**src/rtl/pipeline_hazard_responder.sv**
```systemverilog
// ---------------------------------------------------------------------------
// pipeline_hazard_responder
//
// Purpose: applies the hazard unit's stall/flush/bypass decisions to a
// five-stage pipeline. It drives the PC/IF-ID write enable, holds the IF/ID,
// ID/EX and EX/MEM pipeline registers, resolves the execute operands through
// the MEM/WB bypass muxes, and watches for runaway stalls.
//
// Optional feature: define HAZARD_PERF_CNT_EN to build the two 32-bit
// performance counters. Without it both counter ports are tied to 0.
//
// Parameters:
//   STALL_LIMIT         consecutive stall cycles that trip w_stall_err
//
// Ports:
//   clock, reset                 clock and synchronous active-high reset
//   w_stall, w_flush             stall / flush requests
//   w_me_rs/rt_bypass            decode operand takes MEM ALU result
//   w_we_rs/rt_bypass            decode operand takes WB data
//   w_wm_rt_bypass               store data replaced by WB data at EX/MEM
//   w_instr_32                   fetched instruction
//   w_drs/drt_data_32            register-file read data in decode
//   w_malu_result_32             ALU result in MEM
//   w_wb_data_32                 write-back data
//   w_pc_en                      PC and IF/ID write enable
//   w_fd_valid, w_fd_instr_32    IF/ID register
//   w_de_valid                   ID/EX valid (0 = bubble)
//   w_ers/ert_data_32            resolved execute operands
//   w_em_valid, w_em_rt_data_32  EX/MEM register
//   w_stall_err                  sticky watchdog error
//   w_stall_cycles_32            cycles with w_stall asserted
//   w_bypass_events_32           ID/EX loads carrying any bypass select
// ---------------------------------------------------------------------------
module pipeline_hazard_responder #(
    parameter int STALL_LIMIT = 8
) (
    input  logic        clock,
    input  logic        reset,
    input  logic        w_stall,
    input  logic        w_flush,
    input  logic        w_me_rs_bypass,
    input  logic        w_me_rt_bypass,
    input  logic        w_we_rs_bypass,
    input  logic        w_we_rt_bypass,
    input  logic        w_wm_rt_bypass,
    input  logic [31:0] w_instr_32,
    input  logic [31:0] w_drs_data_32,
    input  logic [31:0] w_drt_data_32,
    input  logic [31:0] w_malu_result_32,
    input  logic [31:0] w_wb_data_32,
    output logic        w_pc_en,
    output logic        w_fd_valid,
    output logic [31:0] w_fd_instr_32,
    output logic        w_de_valid,
    output logic [31:0] w_ers_data_32,
    output logic [31:0] w_ert_data_32,
    output logic        w_em_valid,
    output logic [31:0] w_em_rt_data_32,
    output logic        w_stall_err,
    output logic [31:0] w_stall_cycles_32,
    output logic [31:0] w_bypass_events_32
);

    typedef enum logic [1:0] {
        IDLE  = 2'd0,
        RUN   = 2'd1,
        STALL = 2'd2,
        FLUSH = 2'd3
    } state_t;

    localparam int               CNT_W = $clog2(STALL_LIMIT + 1);
    localparam logic [CNT_W-1:0] LIMIT = CNT_W'(STALL_LIMIT);

    state_t state_q;
    state_t state_d;

    // ID/EX latched operands and bypass selects
    logic [31:0] rs_data_p1;
    logic [31:0] rt_data_p1;
    logic        sel_me_rs_p1;
    logic        sel_me_rt_p1;
    logic        sel_we_rs_p1;
    logic        sel_we_rt_p1;

    logic [CNT_W-1:0] stall_cnt;
    logic             issue;
    logic             any_sel;

    // An instruction issues into ID/EX only when neither a stall nor a flush
    // forces a bubble; the selects it captures are used for that one cycle.
    assign issue   = !(w_flush || w_stall);
    assign any_sel = w_me_rs_bypass | w_me_rt_bypass | w_we_rs_bypass | w_we_rt_bypass;

    // A flush always redirects the PC, even when a stall is raised alongside.
    assign w_pc_en = (state_q != IDLE) && (!w_stall || w_flush);

    always_ff @(posedge clock) begin
        if (reset) state_q <= IDLE;
        else       state_q <= state_d;
    end

    always_comb begin
        state_d = state_q;
        case (state_q)
            IDLE:       state_d = RUN;
            RUN, STALL: state_d = w_flush ? FLUSH : (w_stall ? STALL : RUN);
            FLUSH:      state_d = w_stall ? STALL : RUN;
            default:    state_d = IDLE;
        endcase
    end

    // ---- IF/ID ----
    always_ff @(posedge clock) begin
        if (reset) begin
            w_fd_valid    <= 1'b0;
            w_fd_instr_32 <= 32'd0;
        end else if (w_flush) begin
            w_fd_valid    <= 1'b0;
        end else if (w_pc_en) begin
            w_fd_valid    <= (state_q != IDLE);
            w_fd_instr_32 <= w_instr_32;
        end
    end

    // ---- ID/EX ----
    always_ff @(posedge clock) begin
        if (reset) begin
            w_de_valid   <= 1'b0;
            rs_data_p1   <= 32'd0;
            rt_data_p1   <= 32'd0;
            sel_me_rs_p1 <= 1'b0;
            sel_me_rt_p1 <= 1'b0;
            sel_we_rs_p1 <= 1'b0;
            sel_we_rt_p1 <= 1'b0;
        end else if (!issue) begin
            // Bubble: operands are held, only valid and selects are cleared.
            w_de_valid   <= 1'b0;
            sel_me_rs_p1 <= 1'b0;
            sel_me_rt_p1 <= 1'b0;
            sel_we_rs_p1 <= 1'b0;
            sel_we_rt_p1 <= 1'b0;
        end else begin
            w_de_valid   <= w_fd_valid;
            rs_data_p1   <= w_drs_data_32;
            rt_data_p1   <= w_drt_data_32;
            sel_me_rs_p1 <= w_me_rs_bypass;
            sel_me_rt_p1 <= w_me_rt_bypass;
            sel_we_rs_p1 <= w_we_rs_bypass;
            sel_we_rt_p1 <= w_we_rt_bypass;
        end
    end

    // MEM result is younger than WB data, so it wins when both are selected.
    assign w_ers_data_32 = sel_me_rs_p1 ? w_malu_result_32 :
                           sel_we_rs_p1 ? w_wb_data_32     : rs_data_p1;
    assign w_ert_data_32 = sel_me_rt_p1 ? w_malu_result_32 :
                           sel_we_rt_p1 ? w_wb_data_32     : rt_data_p1;

    // ---- EX/MEM ----
    always_ff @(posedge clock) begin
        if (reset) begin
            w_em_valid      <= 1'b0;
            w_em_rt_data_32 <= 32'd0;
        end else begin
            w_em_valid      <= w_de_valid & ~w_flush;
            w_em_rt_data_32 <= w_wm_rt_bypass ? w_wb_data_32 : w_ert_data_32;
        end
    end

    // ---- stall watchdog ----
    always_ff @(posedge clock) begin
        if (reset) begin
            stall_cnt   <= '0;
            w_stall_err <= 1'b0;
        end else if (w_stall) begin
            if (stall_cnt != LIMIT) stall_cnt <= stall_cnt + 1'b1;
            // Fires on the edge at which the counter reaches the limit.
            if (stall_cnt >= LIMIT - 1'b1) w_stall_err <= 1'b1;
        end else begin
            stall_cnt <= '0;
        end
    end

`ifdef HAZARD_PERF_CNT_EN
    always_ff @(posedge clock) begin
        if (reset) begin
            w_stall_cycles_32  <= 32'd0;
            w_bypass_events_32 <= 32'd0;
        end else begin
            if (w_stall)           w_stall_cycles_32  <= w_stall_cycles_32 + 32'd1;
            if (issue && any_sel)  w_bypass_events_32 <= w_bypass_events_32 + 32'd1;
        end
    end
`else
    assign w_stall_cycles_32  = 32'd0;
    assign w_bypass_events_32 = 32'd0;
`endif

endmodule

```
**config.mk**
```make
export PLATFORM = sky130hd
export DESIGN_NAME = pipeline_hazard_responder
export DESIGN_NICKNAME = d
export VERILOG_FILES = /design/src/rtl/pipeline_hazard_responder.sv
export SDC_FILE = /design/constraint.sdc
export NUM_CORES = 1
export LEC_CHECK = 0
export ABC_AREA = 1
export CAP_MARGIN = 20
export CORE_AREA = 2 2 144 146
export CTS_CLUSTER_DIAMETER = 120
export DETAILED_ROUTE_END_ITERATION = 8
export DIE_AREA = 0 0 146 148
export DONT_BUFFER_PORTS = 1
export SETUP_SLACK_MARGIN = 0.5
export SLEW_MARGIN = 0
export SYNTH_ARGS = -nofsm -noshare
export SYNTH_HDL_FRONTEND = slang
export SYNTH_SLANG_ARGS = --single-unit
```
**constraint.sdc**
```tcl
create_clock -name clock -period 2.5 [get_ports clock]
set_clock_uncertainty 0.2 [all_clocks]
set_input_delay 0.5 -clock clock [delete_from_list [all_inputs] [get_ports clock]]
set_output_delay 0.5 -clock clock [all_outputs]
set_load 0.05 [all_outputs]
```
==> impl_metrics.toml, run 1 <==
[sta]
slew_viol_final = 0
finalHoldViolCount = 0
slew_headroom_pct = 54.8
finalSetupViolCount = 0
finalCriticalPeriod_ps = 2260
fin_setup_tns_ps = 0
rsz0062_at_grt = "true"
finalCritPeriodShare_pct = 90.3
worstMarginPinSlew_ps = 677
fmax_ghz = 0.443

[cells_and_area]
utilization_pct = 48.2
area_growth_pct = 37.7
num-fill-cells = 1974
drive_gt1_share_pct = 25.3
diodes = 0
nNetsFinal = 1237

[cts]
cts_root_buf = "clkbuf_16"
cts_buffer_depth = 2
cts_tree = "done"
cts.htree.levels = 4
clk_pin_slew_ps = 70
worstSkewPairLatency_ps = 410
clkSinkCount = 142
cts_buffers = 17

[pwr]
vdd_ir_drop_max_uv = 400
p_leak_nw = 4.46
power_switching_w = 0.00243
powerDensity_nw_per_um2 = 717
sw_frac_of_total_pct = 35.1
seqPwrFrac_pct = 39.8
p_int_w = 0.00449
clkPwrFrac_pct = 35.7
pwr-share-comb_pct = 24.4

[synth]
yosysTopAreaCellShare_pct = 40.5
synth_xor_area_share_pct = 0
synth.most_common_cell = "nor2_1"
synthAdderAreaFrac_pct = 0.892
synth_top_cell_by_area = "dfxtp_1"
synth_compound_area_share_pct = 17.9
synth_top_family_by_area = "simple AND/OR/NAND/NOR gates"
synthSimpleGateAreaFrac_pct = 22.8
ys_async_sr_fraction_pct = 0
synthMuxAreaShare_pct = 0
yosysUniqueCellTypes = 24
postSynthCellCount = 1010
synthTopCellsByCount = "nor2_1 (206), nand2_1 (167), dfxtp_1 (142), o21ai_0 (102), inv_1 (81)"
synth_area_um2 = 7010
synth_seq_area_share_pct = 40.5
synth.area.top_cells = "dfxtp_1 (41%), nor2_1 (11%), nand2_1 (8.9%), buf_4 (7.4%), o21ai_0 (7.3%)"
synth_edf_count = 0
synthFlopType = "dfxtp_1"
synth_area_per_cell_um2 = 6.94
ys_warn_count = 0
ys_ff_latch = 142

[grt]
grt_pass1_vias = 6356
grt_pass1_wl_mm = 35.9
grt_max_degree = 72
antenna_found_initial = 0
grt_use_total_pct = 21.3
grt_overflow = 0

[placed_design]
place_hpwl_mm = 15.4
io_buffers = 0
gp_congestion = 0.811

[drt]
drc = 0
drt_iter0_markers = 431
via_count = 6746
postRouteAntennaNets = 0
wl_per_cell_um = 18.9
detail_route.first_pass.iterations = 5
routed_via_density = 5.02
wirelength_mm = 25.5

[setup_path]
path_max_fanout = 8
cp.required_ps = 1800
ff2ff_path_depth = 8
endpoint = "w_ert_data_32[1]"
critPathLaunch = "sel_we_rt_p1$_SDFF_PP0_"
slowest_stage = "dfxtp_4"
crit_type = "register to output pin"
cp_data_arrival_time_ps = 1560
cp-start-kind = "register"
worstReg2RegStart = "state_q[0]$_SDFF_PP0_"
rr_endpoint = "w_fd_instr_32[27]$_SDFFE_PP0P_"
crit_chain = "buf_12 -> buf_16 -> nand2_2 -> nand3_2 -> nand2_2 -> inv_2 -> buf_12"
r2r_slack_ps = 750
cp_slowest_stage_delay_ps = 370
crit_path_end_kind = "output pin"

[die]
start_util_pct = 35.0
die_area_um2 = 21600
die_h_um = 148
die_w_um = 146
core_area_um2 = 20000
ios = 366
num_rows = 52

[hold_path]
hp-class = "input port to register"

[job]
drv_cap = 0

[run_status]
outcome = "completed"
worst max-delay path, delay by kind of cell (launching register included):
family        cells  cell delay (ps)
simple gates      3              200
buf+inv           4              560
flops             1              370
power groups by stage:
stage	registers, W	logic, W	clock network (W)
5_1_grt	0.00277	0.00179	0.00263
3_5_place_dp	0.00280	0.00156	0
4_1_cts	0.00275	0.00162	0.00252
3_3_place_gp	0.00280	0.00155	0
6_report	0.00276	0.00169	0.00247
2_1_floorplan	0.00277	0.00113	0
flip-flops by register name, summed over array words and instances, names as in the netlist, 2 cells and up:
name,cells
rs_data_p1,32
w_em_rt_data_32,32
state_q,2
stall_cnt,4
rt_data_p1,32
w_fd_instr_32,32
metal layers:
layer  track usage, %  up-vias  share of wire, %
li1                 -     3195                 -
met1             25.6     3156                40
met2             35.9      341                48
met3             6.42       54               8.5
met4             7.86        0               3.7
met5                0        -                 0
what timing repair did:
item / CTS / global route
pin swaps: 19 / 50
hold endpoints to repair: 8 / 0
gates cloned: 5 / 7
setup endpoints to repair: 65 / 65
gates resized for setup: 57 / 110
buffers inserted: 2 / 3
hold buffers: 5 / 0
final cells by class:
type	count	area, µm²	area share (%)
Multi-Input combinational cell	714	3670	38.0
Sequential cell	142	2860	29.6
Timing Repair Buffer	100	1820	18.9
Clock buffer	21	480	4.98
Inverter	86	373	3.86
Tap cell	270	338	3.50
Clock inverter	9	86.3	0.894
Timing Repair inverter	2	27.5	0.285
through the flow:
stage	power, W	instance area [µm²]	setup slack [ps]	std cells	hold slack, ps
5_1_grt	0.00719	9660	175	1344	2.73
3_3_place_gp	0.00435	8200	482	1292	270
6_report	0.00692	9660	243	1344	19.8
2_1_floorplan	0.00390	7380	244	1073	259
4_1_cts	0.00689	9120	261	1334	7.05
3_5_place_dp	0.00436	8200	449	1292	281
worst min-delay path by stage:
stage / depth (start not counted) / start / to / slack (ps)
CTS: 2 / w_drs_data_32[16] / rs_data_p1[16]$_SDFFE_PP0N_ / 7
detailed placement: 2 / stall_cnt[3]$_SDFFE_PP0P_ / stall_cnt[3]$_SDFFE_PP0P_ / 280
global placement: 2 / stall_cnt[3]$_SDFFE_PP0P_ / stall_cnt[3]$_SDFFE_PP0P_ / 270
finish: 2 / w_drs_data_32[7] / rs_data_p1[7]$_SDFFE_PP0N_ / 20
floorplan: 2 / stall_cnt[3]$_SDFFE_PP0P_ / stall_cnt[3]$_SDFFE_PP0P_ / 260
global route: 2 / w_drs_data_32[19] / rs_data_p1[19]$_SDFFE_PP0N_ / 3
cells in the final DEF (no fill, tap or decap), types with 2 or more instances in the layout:
cell           count
buf_6              2
dfxtp_2            3
inv_2             26
buf_12            68
inv_1             55
clkinv_4           3
clkbuf_8           4
buf_4             13
nand3_2           18
a21oi_1           56
clkinv_2           4
dlygate4sd3_1      5
a22oi_2           28
nand2_4           13
a21oi_4            6
ha_1               4
nand3_1           15
buf_16             5
dfxtp_4            3
a22oi_1            4
inv_6              2
nand2_2           32
nand2_1          123
a21oi_2            8
nor2_1           206
o21ai_1           31
dfxtp_1          136
clkinvlp_4         2
o21ai_0          101
buf_8              2
conb_1            64
clkbuf_16         22
cells by family (layout without fill, tap and decap cells):
logic type / after synthesis / count (layout)
adder cells (fa/ha/maj): 5 / 5
other: 1 / 64
buffers and inverters: 217 / 218
AND/OR/NAND/NOR: 410 / 410
AO/OA/AOI/OAI: 235 / 235
flip-flops: 142 / 142
No activity file was read; power rests on OpenSTA's default activity.
==> run 2: changes to the inputs <==
--- a/config.mk
+++ b/config.mk
@@ -12,6 +12,7 @@
 export DETAILED_ROUTE_END_ITERATION = 8
 export DIE_AREA = 0 0 146 148
 export DONT_BUFFER_PORTS = 1
+export PLACE_DENSITY = 0.55
 export SETUP_SLACK_MARGIN = 0.5
 export SLEW_MARGIN = 0
 export SYNTH_ARGS = -nofsm -noshare
==> run 2 against run 1 <==
Against the previous run:
- clock power rose by 10%
- non-clock buffer count rose by 62
- count of clock-buffer cells in the layout fell by 4
- core utilization rose by 3.8 points
- global-route usage rose by 1.7 points
- largest cell class unchanged
- largest power group unchanged
==> impl_metrics.toml, run 2 (same netlist as run 1, synthesis figures left out) <==
[sta]
slew_viol_final = 0
rsz0062_at_grt = "true"
finalHoldViolCount = 0
fmax_ghz = 0.442
timing.final.ws_setup_ps = 239
finalSetupViolCount = 0
slew_headroom_pct = 53.3
worstMarginPinSlew_ps = 699
finalCriticalPeriod_ps = 2260
finalCritPeriodShare_pct = 90.4
fin_setup_tns_ps = 0

[cells_and_area]
final_common_cell = "nor2_1"
multiInputGateArea_um2 = 3750
area_growth_pct = 48.5
drive_gt1_share_pct = 30.8
diodes = 0
design_area_um2 = 10400
fin_cells = 1405
regArea_um2 = 2860
final_cell_mix = "nor2_1 (206), dfxtp_1 (136), nand2_1 (117)"
num-fill-cells = 1923
utilization_pct = 52.0
nNetsFinal = 1297

[setup_path]
worstReg2RegStart = "sel_we_rt_p1$_SDFF_PP0_"
cp.required_ps = 2620
cpMostUsedCell = "buf_4"
crit_chain = "buf_12 -> buf_16 -> nand2_4 -> nand3_2 -> nand2_2 -> buf_4 -> buf_4 -> buf_4 -> buf_4 -> buf_4 -> buf_4 -> buf_4 -> a21oi_1"
slowest_stage = "dfxtp_4"
cp_slowest_stage_delay_ps = 410
cp_num_buf_inv = 9
cp-start-kind = "register"
crit_path_end_kind = "register"
cp_data_arrival_time_ps = 2380
critPathTopFamily = "buffers and inverters"
critPathLaunch = "sel_we_rt_p1$_SDFF_PP0_"
path_max_fanout = 8
crit_type = "register to register"

[placed_design]
place_hpwl_mm = 15.6
place_area_um2 = 8240
dp.cells = 1292
io_buffers = 0
pre_cts_slack_ps = 477
gp_congestion = 0.781

[grt]
grt_use_total_pct = 22.9
antenna_found_initial = 0
grt_max_degree = 65
grt_pass1_wl_mm = 38.3
grt_pass1_vias = 6645
grt_overflow = 0

[cts]
cts_buffers = 17
cts.htree.levels = 4
cts_root_buf = "clkbuf_16"
worstSkewPairLatency_ps = 420
cts_buffer_depth = 2
clk_pin_slew_ps = 70
clkSinkCount = 142
cts_tree = "done"

[drt]
routed_via_density = 4.98
detail_route.first_pass.iterations = 5
drt_iter0_markers = 353
drc = 0
wl_per_cell_um = 19.0
wirelength_mm = 26.7
postRouteAntennaNets = 0
via_count = 6997

[run_status]
outcome = "completed"

[job]
drv_cap = 0

[pwr]
powerDensity_nw_per_um2 = 706
p_int_w = 0.00482
sw_frac_of_total_pct = 34.4
seqPwrFrac_pct = 37.5
clkPwrFrac_pct = 37.1
vdd_ir_drop_max_uv = 419
p_leak_nw = 4.83
power_switching_w = 0.00253
pwr-share-comb_pct = 25.4

[die]
die_h_um = 148
die_w_um = 146
start_util_pct = 35.0
die_area_um2 = 21600
ios = 366
core_area_um2 = 20000
num_rows = 52

[hold_path]
min_from = "w_drs_data_32[15]"
hp-class = "input port to register"
run 2: power groups by stage:
stage / Clock [W] / Sequential (W) / Combinational [W]
final: 0.00272 / 0.00276 / 0.00187
after global routing: 0.00289 / 0.00277 / 0.00197
after CTS: 0.00278 / 0.00276 / 0.00179
after detailed placement: 0 / 0.00280 / 0.00157
after global placement: 0 / 0.00280 / 0.00156
after floorplan: 0 / 0.00277 / 0.00113
run 2: layout make-up:
class | instances | share of cell area [%]
repair buffers | 162 | 23.9
multi-input cells | 714 | 36.0
well taps | 270 | 3.24
clock buffers | 17 | 4.09
inverters | 86 | 3.47
clock inverters | 14 | 1.84
flip-flops and latches | 142 | 27.5
run 2: repair_timing:
| action | CTS | global route |
|---|---|---|
| buffers inserted | 53 | 3 |
| endpoints found under the hold margin | 15 | 1 |
| hold buffers | 12 | 1 |
| endpoints found under the setup margin | 65 | 71 |
| pin swaps | 36 | 44 |
| cloned | 9 | 4 |
| gates resized for setup | 138 | 81 |
run 2: worst reg2reg max path: stages, from the launching register on:
cell and delay (ps):
dfxtp_4 410, buf_12 130, buf_16 170, nand2_4 70, nand3_2 60, nand2_2 70
buf_4 130, buf_4 120, buf_4 120, buf_4 120, buf_4 120, buf_4 120
buf_4 120, a21oi_1 210
run 2: path summary, 6_finish.rpt:
| check | endpoint | cells after the start | slack (ps) |
|---|---|---|---|
| setup reg to reg | w_em_rt_data_32[5]$_SDFF_PP0_ | 13 | 240 |
| hold reg to reg | stall_cnt[3]$_SDFFE_PP0P_ | 2 | 290 |
| hold / removal | rs_data_p1[15]$_SDFFE_PP0N_ | 2 | 20 |
| setup / recovery | w_em_rt_data_32[5]$_SDFF_PP0_ | 13 | 240 |
run 2: through the flow:
| step | power (W) | hold slack [ps] |
|---|---|---|
| 2_1_floorplan | 0.00390 | 259 |
| 3_3_place_gp | 0.00436 | 273 |
| 3_5_place_dp | 0.00437 | 283 |
| 4_1_cts | 0.00732 | 0.244 |
| 5_1_grt | 0.00763 | 3.29 |
| 6_report | 0.00735 | 18.8 |
run 2: routing by layer:
| metal | global-route usage, % | routed length (µm) | vias to the layer above | part of all wire, % |
|---|---|---|---|---|
| li1 | - | - | 3326 | - |
| met1 | 28.7 | 10900 | 3275 | 41 |
| met2 | 38.2 | 12800 | 351 | 48 |
| met3 | 5.86 | 2240 | 45 | 8.4 |
| met4 | 8.64 | 725 | 0 | 2.7 |
| met5 | 0 | 0 | - | 0 |
==> RTL change, RTL diff (flow settings as in run 2) <==
Re-encode `state_t` (4 states) as Gray code, 2 bits wide.
--- a/src/rtl/pipeline_hazard_responder.sv
+++ b/src/rtl/pipeline_hazard_responder.sv
@@ -62,10 +62,10 @@
 );
 
     typedef enum logic [1:0] {
-        IDLE  = 2'd0,
-        RUN   = 2'd1,
-        STALL = 2'd2,
-        FLUSH = 2'd3
+        IDLE  = 2'b00,
+        RUN   = 2'b01,
+        STALL = 2'b11,
+        FLUSH = 2'b10
     } state_t;
 
     localparam int               CNT_W = $clog2(STALL_LIMIT + 1);
Formal check against the unedited RTL: same outputs for any inputs over 10 cycles, from zero or initial values and one cycle with reset high; not proved beyond that.
==> RTL change against run 2 <==
  * Sequential cell count unchanged
  * Routed wire length up 1.2%
  * Worst setup slack worse by 0.0033 ns
  * Design area down 2.6%
  * Synthesized cell count down 0.30%
  * Synthesized area down 1.1%
  * Worst hold slack worse by 0.0043 ns
  * Utilization down 1.4 points
  * First-iteration DRC count up 31%
  * Power down 4.2%
==> RTL change: results (changes against run 2) <==
Final ANT Viol Nets: 0 (unchanged)
FF-to-FF path depth: 14 (was 13)
CP max FO: 6 (was 8)
GR Util met2: 39.67% (was 38.16%)
Root buffer cell: clkbuf_16 (unchanged)
Global-route wire length before repair: 38510 µm (was 38300 µm)
Routed wire length: 27000 µm (was 26680 µm)
Ant diodes: 0 (unchanged)
Global placer's final weighted congestion: 0.8207 (was 0.7810)
Max VDD drop: 0.4318 mV (was 0.4194 mV)
Critical Path Max Stage Delay: 0.54 ns (was 0.41 ns)
Hpwl dp: 16930 µm (was 15560 µm)
Vias per cell: 5.008 (was 4.980)
Pint: 4.449 mW (was 4.817 mW)
Synth Flop Type: dfxtp_1 (unchanged)
M1 GR Usage: 27.62% (was 28.75%)
DP Area: 7843 µm² (was 8237 µm²)
Pre-CTS setup slack: 0.4917 ns (was 0.4767 ns)
Proportion of layout cells with a drive suffix above 1: 29.10% (was 30.84%)
Worst-Skew Late Latency: 0.42 ns (about the same)
# fillers: 1908 (was 1923)
Synth unique cells: 24 (unchanged)
Critical-path top delay cell: a22oi_2 (was dfxtp_4)
Slew of the pin with the lowest slew margin: 0.6237 ns (was 0.6992 ns)
Routed len/inst: 19.33 µm (was 18.99 µm)
Worst hold stages: 2 (unchanged)
Port Buffers: 0 (unchanged)
Initial DRC Count: 464 (was 353)
WP data arrival: 1.56 ns (was 2.38 ns)
Clock-pin transition on the worst setup and hold timing paths: 0.07 ns (about the same)
H-tree Lvls: 4 (unchanged)
Synth warnings: 0 (unchanged)
Largest net degree at the start of global routing: 66 (was 65)
All-Layer GR Usage: 23.32% (was 22.95%)
Post-synth top cells: nor2_1 (208), nand2_1 (171), dfxtp_1 (142), o21ai_0 (108), inv_1 (80) (was nor2_1 (206), nand2_1 (167), dfxtp_1 (142), o21ai_0 (102), inv_1 (81))
Syn Area/Cell: 6.891 µm² (was 6.944 µm²)
Initial antenna violation count: 1 (was 0)
Static leakage: 4.795 nW (was 4.830 nW)
Drt pass-1 iters: 4 (was 5)
Largest delay share family, worst path: compound AO/OA/AOI/OAI gates (was buffers and inverters)
Vias in the first global route: 6754 (was 6645)
CTS max path bufs: 2 (unchanged)
Async S/R FF share, synth: 0% (unchanged)
Worst Hold Class: in -> reg (unchanged)
Placed Cells incl. Taps: 1292 (unchanged)
CTS Buf Count: 17 (unchanged)
M3 GR Usage: 7.963% (was 5.864%)
Seq/Total Area, Yosys: 40.97% (was 40.54%)
Status: finished clean (unchanged)
Main area contributors after synthesis: dfxtp_1 (41%), nor2_1 (11%), nand2_1 (9.2%) (was dfxtp_1 (41%), nor2_1 (11%), nand2_1 (8.9%))
[RTL change: cell count changes after synthesis, moves of 4 or more]
cell     before  now
buf_2        24   31
nand2_1     167  171
o21ai_0     102  108
o21ai_1      31   23
[RTL change: through the flow]
step,utilization [%],power [mW]
3_5_place_dp,39.14,4.222
5_1_grt,50.60,7.299
6_report,50.60,7.040
3_3_place_gp,39.14,4.212
4_1_cts,47.81,6.996
2_1_floorplan,-,3.855
[RTL change: layout make-up]
type	count	share of cell area [%]
clock buffers	17	4.195
clock inverters	15	1.654
inverters	85	3.430
multi-input cells	712	36.60
flip-flops and latches	142	28.18
well taps	270	3.332
repair buffers	156	22.61
[RTL change: worst register-to-register path, cell delays in order, from the launching register on]
cell	delay, ns
dfxtp_4	0.40
buf_6	0.15
buf_16	0.17
nand2_4	0.06
nand3_2	0.06
nand2_2	0.07
buf_6	0.12
buf_6	0.10
buf_6	0.10
buf_6	0.10
buf_6	0.11
buf_6	0.11
buf_6	0.10
buf_6	0.10
a21oi_2	0.11
[RTL change: path summary, 6_finish.rpt]
path / from / endpoint / slack [ns]
worst max-delay path: sel_we_rs_p1 / w_ers_data_32[13] / 0.24
worst min-delay path: w_drs_data_32[25] / rs_data_p1[25] / 0.01
worst max register to register: sel_we_rt_p1 / w_em_rt_data_32[6] / 0.36
worst min register to register: state_q[0] / state_q[1] / 0.29
[RTL change: what timing repair did]
action	in CTS	in global routing
hold buffers	18	3
resized for setup	160	97
endpoints found under the setup margin	65	67
buffers inserted	35	5
pin swaps	32	51
hold endpoints to repair	20	3
cloned	7	5
[RTL change: power by group through the flow]
stage / combinational, mW / sequential (mW) / clock (mW)
after global placement: 1.42 / 2.79 / 0
final: 1.71 / 2.74 / 2.58
after CTS: 1.61 / 2.74 / 2.64
after detailed placement: 1.43 / 2.80 / 0
after global routing: 1.81 / 2.76 / 2.74
after floorplan: 1.09 / 2.76 / 0
[RTL change: metal layers]
metal  vias up  routed length, µm  part of all wire (%)
met3        47               2571                   9.5
met4         2                577                   2.1
met2       368              13230                    49
li1       3303                  -                     -
met1      3276              10610                    39
met5         -                 12                 0.044
[RTL change: logic make-up (layout without fill, tap and decap cells)]
logic type               Yosys count  count (layout)  synth area share [%]
AND/OR/NAND/NOR                  415             415                 23.28
AO/OA/AOI/OAI                    231             231                 17.85
buffers and inverters            216             273                 17.49
flip-flops                       142             142                 40.97
adder cells (fa/ha/maj)            2               2                0.3606
other                              1              64               0.05404
